**config.mk**
```make
export PLATFORM = sky130hd
export DESIGN_NAME = key_event_ctl
export DESIGN_NICKNAME = d
export VERILOG_FILES = /design/src/rtl/key_event_ctl.sv
export SDC_FILE = /design/constraint.sdc
export NUM_CORES = 1
export LEC_CHECK = 0
export CORE_ASPECT_RATIO = 1.5
export CORE_UTILIZATION = 50
export DETAILED_ROUTE_END_ITERATION = 10
export GPL_ROUTABILITY_DRIVEN = 0
export PLACE_DENSITY = 0.78
export SYNTH_ARGS = -nofsm -noshare
export SYNTH_HDL_FRONTEND = slang
export SYNTH_SLANG_ARGS = --single-unit
```
**constraint.sdc**
```tcl
create_clock -name clk -period 4.15 [get_ports clk]
set_input_delay 1.0375 -clock clk [delete_from_list [all_inputs] [get_ports clk]]
set_output_delay 1.0375 -clock clk [all_outputs]
set_load 0.02 [all_outputs]
```
**src/rtl/key_event_ctl.sv**
```systemverilog
// PS/2 scan-code sequencer: make/break/extended prefix FSM, held key levels, press pulses,
// move direction and the jump-charge timer. Optional arrow keys via KEY_EVENT_ARROWS_EN.
module key_event_ctl #(
   parameter int CHARGE_W   = 6,
   parameter int CHARGE_MAX = 63,
   parameter int CHARGE_DIV = 100000,
   parameter int TIMEOUT    = 2000000
)(
   input  logic                clk,
   input  logic                rst,
   input  logic [7:0]          rx_byte,
   input  logic                rx_valid,
   output logic                key_space,
   output logic                key_left,
   output logic                key_right,
   output logic [2:0]          press_pulse,
   output logic [1:0]          move_dir,
   output logic                jump_valid,
   output logic [CHARGE_W-1:0] jump_charge
);
   localparam int TMO_W = $clog2(TIMEOUT + 1);
   localparam int DIV_W = (CHARGE_DIV > 1) ? $clog2(CHARGE_DIV) : 1;
   localparam logic [TMO_W-1:0]    TMO_LAST = TMO_W'(TIMEOUT - 1);
   localparam logic [DIV_W-1:0]    DIV_LAST = DIV_W'(CHARGE_DIV - 1);
   localparam logic [CHARGE_W-1:0] CHG_MAX  = CHARGE_W'(CHARGE_MAX);
   localparam logic [CHARGE_W-1:0] CHG_PRE  = CHARGE_W'(CHARGE_MAX - 1);
   // Bit order matches press_pulse: [0] left, [1] right, [2] space
   localparam logic [23:0] KEY_CODES = {8'h29, 8'h23, 8'h1C};
   localparam logic [7:0]  BYTE_F0   = 8'hF0;
   localparam logic [7:0]  BYTE_E0   = 8'hE0;

   typedef enum logic [1:0] {ST_IDLE, ST_BRK, ST_EXT, ST_EXT_BRK} state_t;
   state_t r_state, w_state_next;
   logic [TMO_W-1:0] r_tmo, w_tmo_next;

   always_ff @(posedge clk or negedge rst) begin
      if (!rst) begin
         r_state <= ST_IDLE;
         r_tmo   <= '0;
      end else begin
         r_state <= w_state_next;
         r_tmo   <= w_tmo_next;
      end
   end

   always_comb begin
      w_state_next = r_state;
      w_tmo_next   = r_tmo;
      if (rx_valid) begin
         w_tmo_next = '0;
         case (r_state)
            ST_IDLE: begin
               if (rx_byte == BYTE_F0)      w_state_next = ST_BRK;
               else if (rx_byte == BYTE_E0) w_state_next = ST_EXT;
               else                         w_state_next = ST_IDLE;
            end
            ST_EXT:  w_state_next = (rx_byte == BYTE_F0) ? ST_EXT_BRK : ST_IDLE;
            default: w_state_next = ST_IDLE;
         endcase
      end else if (r_state != ST_IDLE) begin
         // An abandoned prefix returns to IDLE without touching any key
         if (r_tmo == TMO_LAST) begin
            w_state_next = ST_IDLE;
            w_tmo_next   = '0;
         end else begin
            w_tmo_next = r_tmo + 1'b1;
         end
      end
   end

   logic [2:0] w_make_ad, w_brk_ad, r_lvl_ad, w_lvl_ad_next;
   logic [1:0] w_make_ar, w_brk_ar, w_lvl_ar, w_lvl_ar_next;
   logic [2:0] w_make, w_lvl, w_lvl_next;

   generate
      for (genvar gi = 0; gi < 3; gi++) begin : g_key
         assign w_make_ad[gi] = rx_valid && (r_state == ST_IDLE) && (rx_byte == KEY_CODES[gi*8 +: 8]);
         assign w_brk_ad[gi]  = rx_valid && (r_state == ST_BRK)  && (rx_byte == KEY_CODES[gi*8 +: 8]);
      end
   endgenerate

`ifdef KEY_EVENT_ARROWS_EN
   localparam logic [15:0] ARROW_CODES = {8'h74, 8'h6B};
   logic [1:0] r_lvl_ar;

   generate
      for (genvar gi = 0; gi < 2; gi++) begin : g_arrow
         assign w_make_ar[gi] = rx_valid && (r_state == ST_EXT)     && (rx_byte == ARROW_CODES[gi*8 +: 8]);
         assign w_brk_ar[gi]  = rx_valid && (r_state == ST_EXT_BRK) && (rx_byte == ARROW_CODES[gi*8 +: 8]);
      end
   endgenerate

   assign w_lvl_ar_next = (r_lvl_ar | w_make_ar) & ~w_brk_ar;
   assign w_lvl_ar      = r_lvl_ar;

   always_ff @(posedge clk or negedge rst) begin
      if (!rst) r_lvl_ar <= '0;
      else      r_lvl_ar <= w_lvl_ar_next;
   end
`else
   assign w_make_ar     = '0;
   assign w_brk_ar      = '0;
   assign w_lvl_ar      = '0;
   assign w_lvl_ar_next = '0;
`endif

   assign w_lvl_ad_next = (r_lvl_ad | w_make_ad) & ~w_brk_ad;
   assign w_make        = w_make_ad | {1'b0, w_make_ar};
   assign w_lvl         = r_lvl_ad | {1'b0, w_lvl_ar};
   assign w_lvl_next    = w_lvl_ad_next | {1'b0, w_lvl_ar_next};

   logic [1:0]          r_dir, w_dir_next;
   logic [2:0]          r_pulse;
   logic [DIV_W-1:0]    r_div, w_div_next;
   logic [CHARGE_W-1:0] r_charge, w_charge_next, r_jump_charge, w_jump_charge_next;
   logic                r_lock, w_lock_next, r_jump_valid, w_jump_valid_next;

   always_comb begin
      w_dir_next = r_dir;
      if (w_make[0])                         w_dir_next = 2'b01;
      else if (w_make[1])                    w_dir_next = 2'b10;
      else if (r_dir == 2'b01 && !w_lvl_next[0]) w_dir_next = w_lvl_next[1] ? 2'b10 : 2'b00;
      else if (r_dir == 2'b10 && !w_lvl_next[1]) w_dir_next = w_lvl_next[0] ? 2'b01 : 2'b00;
   end

   always_comb begin
      w_div_next         = r_div;
      w_charge_next      = r_charge;
      w_lock_next        = r_lock;
      w_jump_valid_next  = 1'b0;
      w_jump_charge_next = r_jump_charge;
      if (w_brk_ad[2]) begin
         // A break after an auto-fire only re-arms; it never emits a second jump
         w_div_next    = '0;
         w_charge_next = '0;
         if (r_lock) begin
            w_lock_next = 1'b0;
         end else begin
            w_jump_valid_next  = 1'b1;
            w_jump_charge_next = r_charge;
         end
      end else if (w_lvl[2] && !r_lock) begin
         if (r_div == DIV_LAST) begin
            w_div_next = '0;
            if (r_charge == CHG_PRE) begin
               w_jump_valid_next  = 1'b1;
               w_jump_charge_next = CHG_MAX;
               w_charge_next      = '0;
               w_lock_next        = 1'b1;
            end else begin
               w_charge_next = r_charge + 1'b1;
            end
         end else begin
            w_div_next = r_div + 1'b1;
         end
      end
   end

   always_ff @(posedge clk or negedge rst) begin
      if (!rst) begin
         r_lvl_ad      <= '0;
         r_dir         <= '0;
         r_pulse       <= '0;
         r_div         <= '0;
         r_charge      <= '0;
         r_lock        <= 1'b0;
         r_jump_valid  <= 1'b0;
         r_jump_charge <= '0;
      end else begin
         r_lvl_ad      <= w_lvl_ad_next;
         r_dir         <= w_dir_next;
         r_pulse       <= w_make & ~w_lvl;
         r_div         <= w_div_next;
         r_charge      <= w_charge_next;
         r_lock        <= w_lock_next;
         r_jump_valid  <= w_jump_valid_next;
         r_jump_charge <= w_jump_charge_next;
      end
   end

   assign key_left    = w_lvl[0];
   assign key_right   = w_lvl[1];
   assign key_space   = w_lvl[2];
   assign press_pulse = r_pulse;
   assign move_dir    = r_dir;
   assign jump_valid  = r_jump_valid;
   assign jump_charge = r_jump_charge;
endmodule

```
; ---- Word level (Yosys, flattened, before mapping)
; Cells that the tools add are included.
; Widths: inputs -> output; s select.
[word_totals]
reg_bits = 62
input_bits = 11
out_inout_bits = 15
elab_cells = 94
[op_classes]
addsub = 3
n_eq_ne = 13
mux = 37
n_bitwise = 5
n_reduce_logical = 26
[ops]
columns = operator, count
row1 = $mux 21, 3
row2 = $mux 6, 9
row3 = $mux 17, 3
row4 = $mux 2, 11
row5 = $add 21x1->21 const B, 1
row6 = $eq 21x21->1 const B, 1
row7 = $add 17x1->17 const B, 1
row8 = $eq 17x17->1 const B, 1
row9 = $eq 8x6->1 const B, 2
row10 = $eq 8x8->1 const B, 2
row11 = $reduce_bool 2->1, 6
row12 = $logic_and 1x1->1, 11
row13 = $mux 1, 10
row14 = $eq 8x5->1 const B, 1
row15 = $add 6x1->6 const B, 1
row16 = $and 3x3->3, 2
row17 = $eq 6x6->1 const B, 1
row18 = $not 3->3, 2
row19 = $eq 2x1->1 const B, 2
row20 = $eq 2x2->1 const B, 2
row21 = $pmux 2 s2, 1
row22 = $reduce_and 2->1, 2
row23 = $reduce_and 4->1, 1
row24 = $reduce_bool 4->1, 1
row25 = other kinds (5), 7

; ---- Depth between registers and ports, before layout
; Gate-level depths: netlist of the first run.
[logic_depth]
ltp_word = 11
ltp_mapped = 9
mapped_depth_nobuf = 6

; ---- Worst setup path before layout of the first run
; No wires, ideal clock.
[synth_path]
kind = input port to flip-flop
start = in rx_byte[1]
end = reg r_jump_charge[0] (netlist: jump_charge[0])
setup_time_ps = 77
arrival_ps = 2188
setup_slack_ps = 1885
path_stages = 5
cell_sequence = nor4b_2 -> nand3_1 -> nor3_2 -> nor3_1 -> a21oi_1
[synth_via]
elab_chain_cells = 4
elab_cells_between_ends = 8
[synth_lines]
columns = element, line_no
row1 = start: declaration, 11  ; input logic [7:0] rx_byte,
row2 = $eq 8x6->1 *, 78  ; assign w_brk_ad[gi] = rx_valid && (r_state == ST_BRK) && (rx_byte == KEY_CODES[gi*8 +: 8]);
row3 = $logic_and 1x1->1 *, 78
row4 = $ne 2x2->1 (no source line) or $reduce_bool 2->1 (tied branches), --
row5 = $reduce_and 4->1 (no source line), --
row6 = end signal: assignment, 177  ; r_jump_charge <= w_jump_charge_next;
row7 = end: declaration, 115  ; logic [CHARGE_W-1:0] r_charge, w_charge_next, r_jump_charge, w_jump_charge_next;
; Every way passes the cells marked *; elsewhere a longest branch is shown, timed or not.
; A chain may end at the register's enable or synchronous reset.

; ---- Final worst setup path of the first run
[layout_path]
start = in rx_valid
end = reg r_jump_charge[1] (netlist: jump_charge[1])
[layout_via]
elab_chain_cells = 4
elab_cells_between_ends = 8
[layout_lines]
columns = element, line_no
row1 = start: declaration, 12  ; input logic rx_valid,
row2 = $logic_and 1x1->1 * (2 in series), 78
row3 = $ne 2x2->1 (no source line) or $reduce_bool 2->1 (tied branches), --
row4 = $reduce_and 4->1 (no source line), --
; Marked as above.

==> flow_summary.yaml, run 1 <==
floorplan:
  row_count: 36
  fp.dieW_um: 69.1
  num_io_pins: 26
  die_h_um: 103
  dieArea_mm2: 0.00709
  core_mm2: 0.00649
  start_util_pct: 52.0
run:
  maxCapViolCount: 0
route:
  first_iter_violations: 231
  firstDrtPassIters: 4
  dr_total_vias: 2842
  routed_wl_mm: 7.32
  vias_per_cell: 6.09
  routedWlPerCell_um: 15.7
  ant_nets: 0
  drc: 0
logic_synthesis:
  asyncSetResetFlopFracSynth_pct: 100
  synth_cells: 366
  ys_seq_area_share_pct: 46.0
  netlist_top_cells_area: "dfrtp_1 46%, nor2_1 5.3%, o21ai_0 3.6%"
  yosys_warnings: 0
  syn_avg_cell_area_um2: 9.22
  synth_most_common_cell: "dfrtp_1"
  yosysTopAreaCell: "dfrtp_1"
  yosysTopAreaCellShare_pct: 46.0
  synth_seq_cells: 62
  synth_edf_count: 0
  syn_area_mm2: 0.00337
  synthFlopType: "dfrtp_1"
  netlist_top_cells_count: "62 x dfrtp_1, 48 x nor2_1, 24 x o21ai_0"
  synthesis.nets: 381
  synthDistinctLibCells: 53
sta:
  fin_crit_ns: 2.84
  hold_viol: 0
  slew_violations: 0
  fin_crit_sh_pct: 68.5
  rsz0062_at_grt: "no"
  fin_worst_skew_ns: 0.00935
  whs_ns: 0.490
  worst_slew_pin_slew_ns: 1.02
  max_freq_mhz: 352
  setup_tns_ns: 0
  finalSetupViolCount: 0
  relSlewSlack_pct: 31.7
setup_path:
  end_kind: "flip-flop"
  cpPeakStageDelay_ns: 0.75
  critPathArrivalTime_ns: 3.06
  critPathRequiredTime_ns: 4.37
  cp-startpoint: "rx_valid"
  worst_setup_path_start_kind: "input pin"
  rr_endpoint: "r_tmo[7]"
  crit_top_cell: "nor2_1"
  r2r_setup_slack_ns: 1.70
  cp_cell_sequence: "clkdlybuf4s50_1 -> nor2b_1 -> and4_1 -> nand2b_1 -> nor2_1 -> nor2_1"
  r2r-start: "r_tmo[0]"
  crit_type: "in2reg"
  r2r_cells: 6
  crit_path_top_delay_cell: "clkdlybuf4s50_1"
  crit_fanout: 12
clock_tree:
  post_cts_buffers: 0
  clk_latency_ns: 0.35
  cts_hold_buffers: 0
  root_buffer: "clkbuf_8"
  cts_made_buffers: 9
  cts.sinks: 62
  htree_num_levels: 3
  clk_path_buf_depth: 2
  tritoncts: "yes"
  cts.repair.resized: 0
  path_clk_slew_ns: 0.06
grt:
  antenna_found_initial: 0
  grt_util_all_layers_pct: 22.3
  grt_max_degree: 47
  grt_pass1_vias: 2742
  grt_pass1_wl_mm: 12.6
  grt.overflow.total: 0
hold_path:
  whs_endpoint: "press_pulse[1]"
  min_path_cells: 1
  min-delay-start: "r_lvl_ad[1]"
  hp-class: "reg2reg"
power_and_ir_drop:
  vdd.ir_drop.worst_mv: 0.228
  p_per_area_mw_per_mm2: 317
  p_leak_nw: 1.59
  finalPower_mw: 1.21
cells_and_area:
  diodes: 0
  drive_gt1_share_pct: 7.93
  fin_util_pct: 58.9
  multiInputGateArea_mm2: 0.00169
  seq_area_mm2: 0.00155
  syn_to_final_growth_pct: 13.3
  layout.nets: 401
  fill_cells: 579
  final_cell_area_mm2: 0.00382
placement:
  place_area_mm2: 0.00362
  hpwl_mm: 5.09
  port_buffers: 25
run_status:
  outcome: "finished clean"
## report_power, final
| group | leakage [nW] | switching (mW) | internal, mW |
|---|---|---|---|
| clock network | 0.106 | 0.237 | 0.307 |
| logic | 0.742 | 0.0340 | 0.0205 |
| registers | 0.740 | 0.00420 | 0.607 |
## routing by layer
| layer | wire length [um] | track usage (%) |
|---|---|---|
| met2 | 3970 | 40.3 |
| met1 | 2900 | 24.7 |
| met3 | 239 | 4.40 |
| met4 | 202 | 12.2 |
| met5 | 0 | 0 |
## worst max-delay path, delay by kind of cell
kind	cells	cell delay [ns]
simple gates	5	1.27
buf+inv	1	0.75
## cell families after synthesis
| logic type | count (synthesis) | synth area share (%) |
|---|---|---|
| fa+ha+maj | 4 | 1.48 |
| flops | 62 | 46.0 |
| buf+inv | 26 | 4.04 |
| compound gates | 73 | 13.1 |
| simple gates | 185 | 31.2 |
| xor+xnor | 16 | 4.15 |
## cell usage in the layout (no fill, tap or decap), types with 3 or more instances in the layout
cell and n:
a21oi_1 23, a22o_1 4, a31oi_1 6, a41oi_1 5
and3_1 9, and4_1 3, clkbuf_8 11, clkdlybuf4s50_1 24
clkinv_2 3, dfrtp_1 62, ha_1 4, inv_1 8
nand2_1 23, nand3_1 18, nand3b_1 6, nand4_1 11
nor2_1 48, nor2b_1 5, nor3_1 13, nor4_1 7
o21ai_0 24, or3_1 11, or4_1 4, xnor2_1 10
xor2_1 6
## how the worst max path moves through the flow
| stage | to |
|---|---|
| 5_1_grt | jump_charge[0] |
| 4_1_cts | jump_charge[1] |
| 6_report | jump_charge[1] |
| 3_3_place_gp | jump_charge[0] |
| 2_1_floorplan | jump_charge[0] |
| 3_5_place_dp | jump_charge[0] |
## area by class of cell
type / instances / area share [%]
Clock buffer: 12 / 4.06
Clock inverter: 4 / 1.18
Inverter: 8 / 0.786
Multi-Input combinational cell: 278 / 44.1
Sequential cell: 62 / 40.6
Tap cell: 76 / 2.49
Timing Repair Buffer: 27 / 6.81
## state kept, by name, summed over array words and instances (netlist names)
signal / flops
r_charge: 6
jump_valid: 1
r_lock: 1
jump_charge: 6
r_tmo: 21
r_lvl_ad: 3
move_dir: 2
r_state: 2
press_pulse: 3
r_div: 17
## per-stage QoR
stage	setup WS (ns)	instances
3_5_place_dp	0.984	451
5_1_grt	1.14	467
6_report	1.31	467
2_1_floorplan	1.88	366
3_3_place_gp	1.04	451
4_1_cts	1.30	467
(Power assumes the default switching activity.)
==> run 2: changes to the inputs <==
- clock period: 4.15 -> 2.7 ns (I/O delays scaled with it)
==> run 2 against run 1 <==
Effect of this change: total power increased by 70%; final cell count increased by 1.7%; critical path type unchanged; first-iteration DRC count down 4.3%; die area unchanged; worst setup slack worse by 0.93 ns; combinational power grew 68%; clock skew rose by 0.0044 ns; core utilization grew 1.9 points; highest routed layer unchanged.
==> flow_summary.yaml, run 2 (same netlist as run 1, synthesis figures left out) <==
run_status:
  outcome: "finished clean"
grt:
  grt.overflow.total: 0
  grt_pass1_wl_mm: 12.7
  grt_pass1_vias: 2802
  grt_util_all_layers_pct: 22.9
  antenna_found_initial: 0
  grt_max_degree: 63
route:
  routed_wl_mm: 7.35
  drt-met1-wl_mm: 3.14
  firstDrtPassIters: 5
  dr_total_vias: 2866
  vias_per_cell: 6.03
  drc: 0
  ant_nets: 0
  routedWlPerCell_um: 15.5
  wl_met3_um: 231
  dr_wl_met2_mm: 3.70
  first_iter_violations: 221
  maxUsedRoutingLayer: "met4"
sta:
  fin_crit_sh_pct: 85.8
  finalSetupViolCount: 0
  fin_crit_ns: 2.32
  worst_slew_pin_slew_ns: 0.671
  setup_tns_ns: 0
  fin_worst_skew_ns: 0.0138
  max_freq_mhz: 431
  slew_violations: 0
  relSlewSlack_pct: 54.7
  whs_ns: 0.314
  hold_viol: 0
  fin_ws_ns: 0.382
  rsz0062_at_grt: "no"
setup_path:
  critPathRequiredTime_ns: 2.92
  cp_cell_sequence: "clkdlybuf4s50_1 -> nor4bb_1 -> nand4_1 -> a41oi_1 -> a21boi_0"
  critPathArrivalTime_ns: 2.54
  cpPeakStageDelay_ns: 0.64
  crit_path_top_delay_cell: "nor4bb_1"
  worst_setup_path_start_kind: "input pin"
  crit_type: "in2reg"
  crit_fanout: 5
  end_kind: "flip-flop"
power_and_ir_drop:
  vdd.ir_drop.worst_mv: 0.439
  finalPower_mw: 2.06
  p_per_area_mw_per_mm2: 522
  p_leak_nw: 1.65
cells_and_area:
  regMostFlops: "r_tmo"
  layout_common_cells: "62 x dfrtp_1, 48 x nor2_1, 24 x o21ai_0, 24 x clkdlybuf4s50_1"
  layout_commonest_cell: "dfrtp_1"
  drive_gt1_share_pct: 9.52
  final_cell_area_mm2: 0.00394
  reg_top3: "r_tmo: 21 flops, r_div: 17 flops"
  diodes: 0
  syn_to_final_growth_pct: 16.9
  fin_util_pct: 60.8
  largest_register_ffs: 21
  final_cells: 475
  layout.nets: 409
clock_tree:
  root_buffer: "clkbuf_8"
  cts.repair.resized: 0
  cts_made_buffers: 9
  clk_path_buf_depth: 2
  cts.sinks: 62
  htree_num_levels: 3
  tritoncts: "yes"
  post_cts_buffers: 0
  clk_latency_ns: 0.36
  cts_hold_buffers: 0
  path_clk_slew_ns: 0.07
placement:
  place_area_mm2: 0.00369
  hpwl_mm: 5.00
  port_buffers: 25
  placed_cells: 459
  preCtsSetupSlack_ns: 0.0909
hold_path:
  hp-class: "in2async"
floorplan:
  dieArea_mm2: 0.00709
  start_util_pct: 52.0
  core_mm2: 0.00649
  num_io_pins: 26
  fp.dieW_um: 69.1
  die_h_um: 103
  row_count: 36
run:
  maxCapViolCount: 0
-- run 2: changes by cell type in the layout (fill, tap and decap cells not counted) --
cell       before  now
buf_12          0    1
clkinv_2        3    0
clkbuf_1        1    2
bufinv_16       1    3
buf_4           2    9
-- run 2: layer usage --
layer  vias to the layer above  track usage (%)
met1                      1374             26.5
li1                       1396                -
met2                        72             39.6
met5                         -                0
met4                         0             16.2
met3                        24             2.83
-- run 2: worst max-delay path: cells and delay by family --
family	cells	cell delay, ns
compound gates	2	0.44
simple gates	2	0.89
buf+inv	1	0.54
-- run 2: area by class of cell --
class | instances | area (um2)
multi-input combinational | 278 | 1690
timing repair buffer | 35 | 333
inverter | 8 | 30.0
fill | 599 | 2540
clock buffer | 13 | 159
tap | 76 | 95.1
sequential | 62 | 1550
clock inverter | 3 | 90.1
-- run 2: final timing paths --
kind                              from        endpoint  slack, ns  cells after the start
max                         rx_byte[4]     move_dir[1]       0.38                      5
min                                rst        r_div[5]       0.31                      2
max reg2reg                   r_div[0]     r_charge[2]       0.50                      6
min reg2reg                r_lvl_ad[1]  press_pulse[1]       0.48                      1
max in group asynchronous          rst  jump_charge[5]       2.10                      2
min in group clk           r_lvl_ad[1]  press_pulse[1]       0.48                      1
-- run 2: where the power goes --
group          leakage, nW  internal [mW]  total, mW  switching, mW
clock                0.124          0.665       1.03          0.363
combinational        0.786         0.0378     0.0915         0.0536
sequential           0.740          0.933      0.940        0.00659
total                 1.65           1.64       2.06          0.424
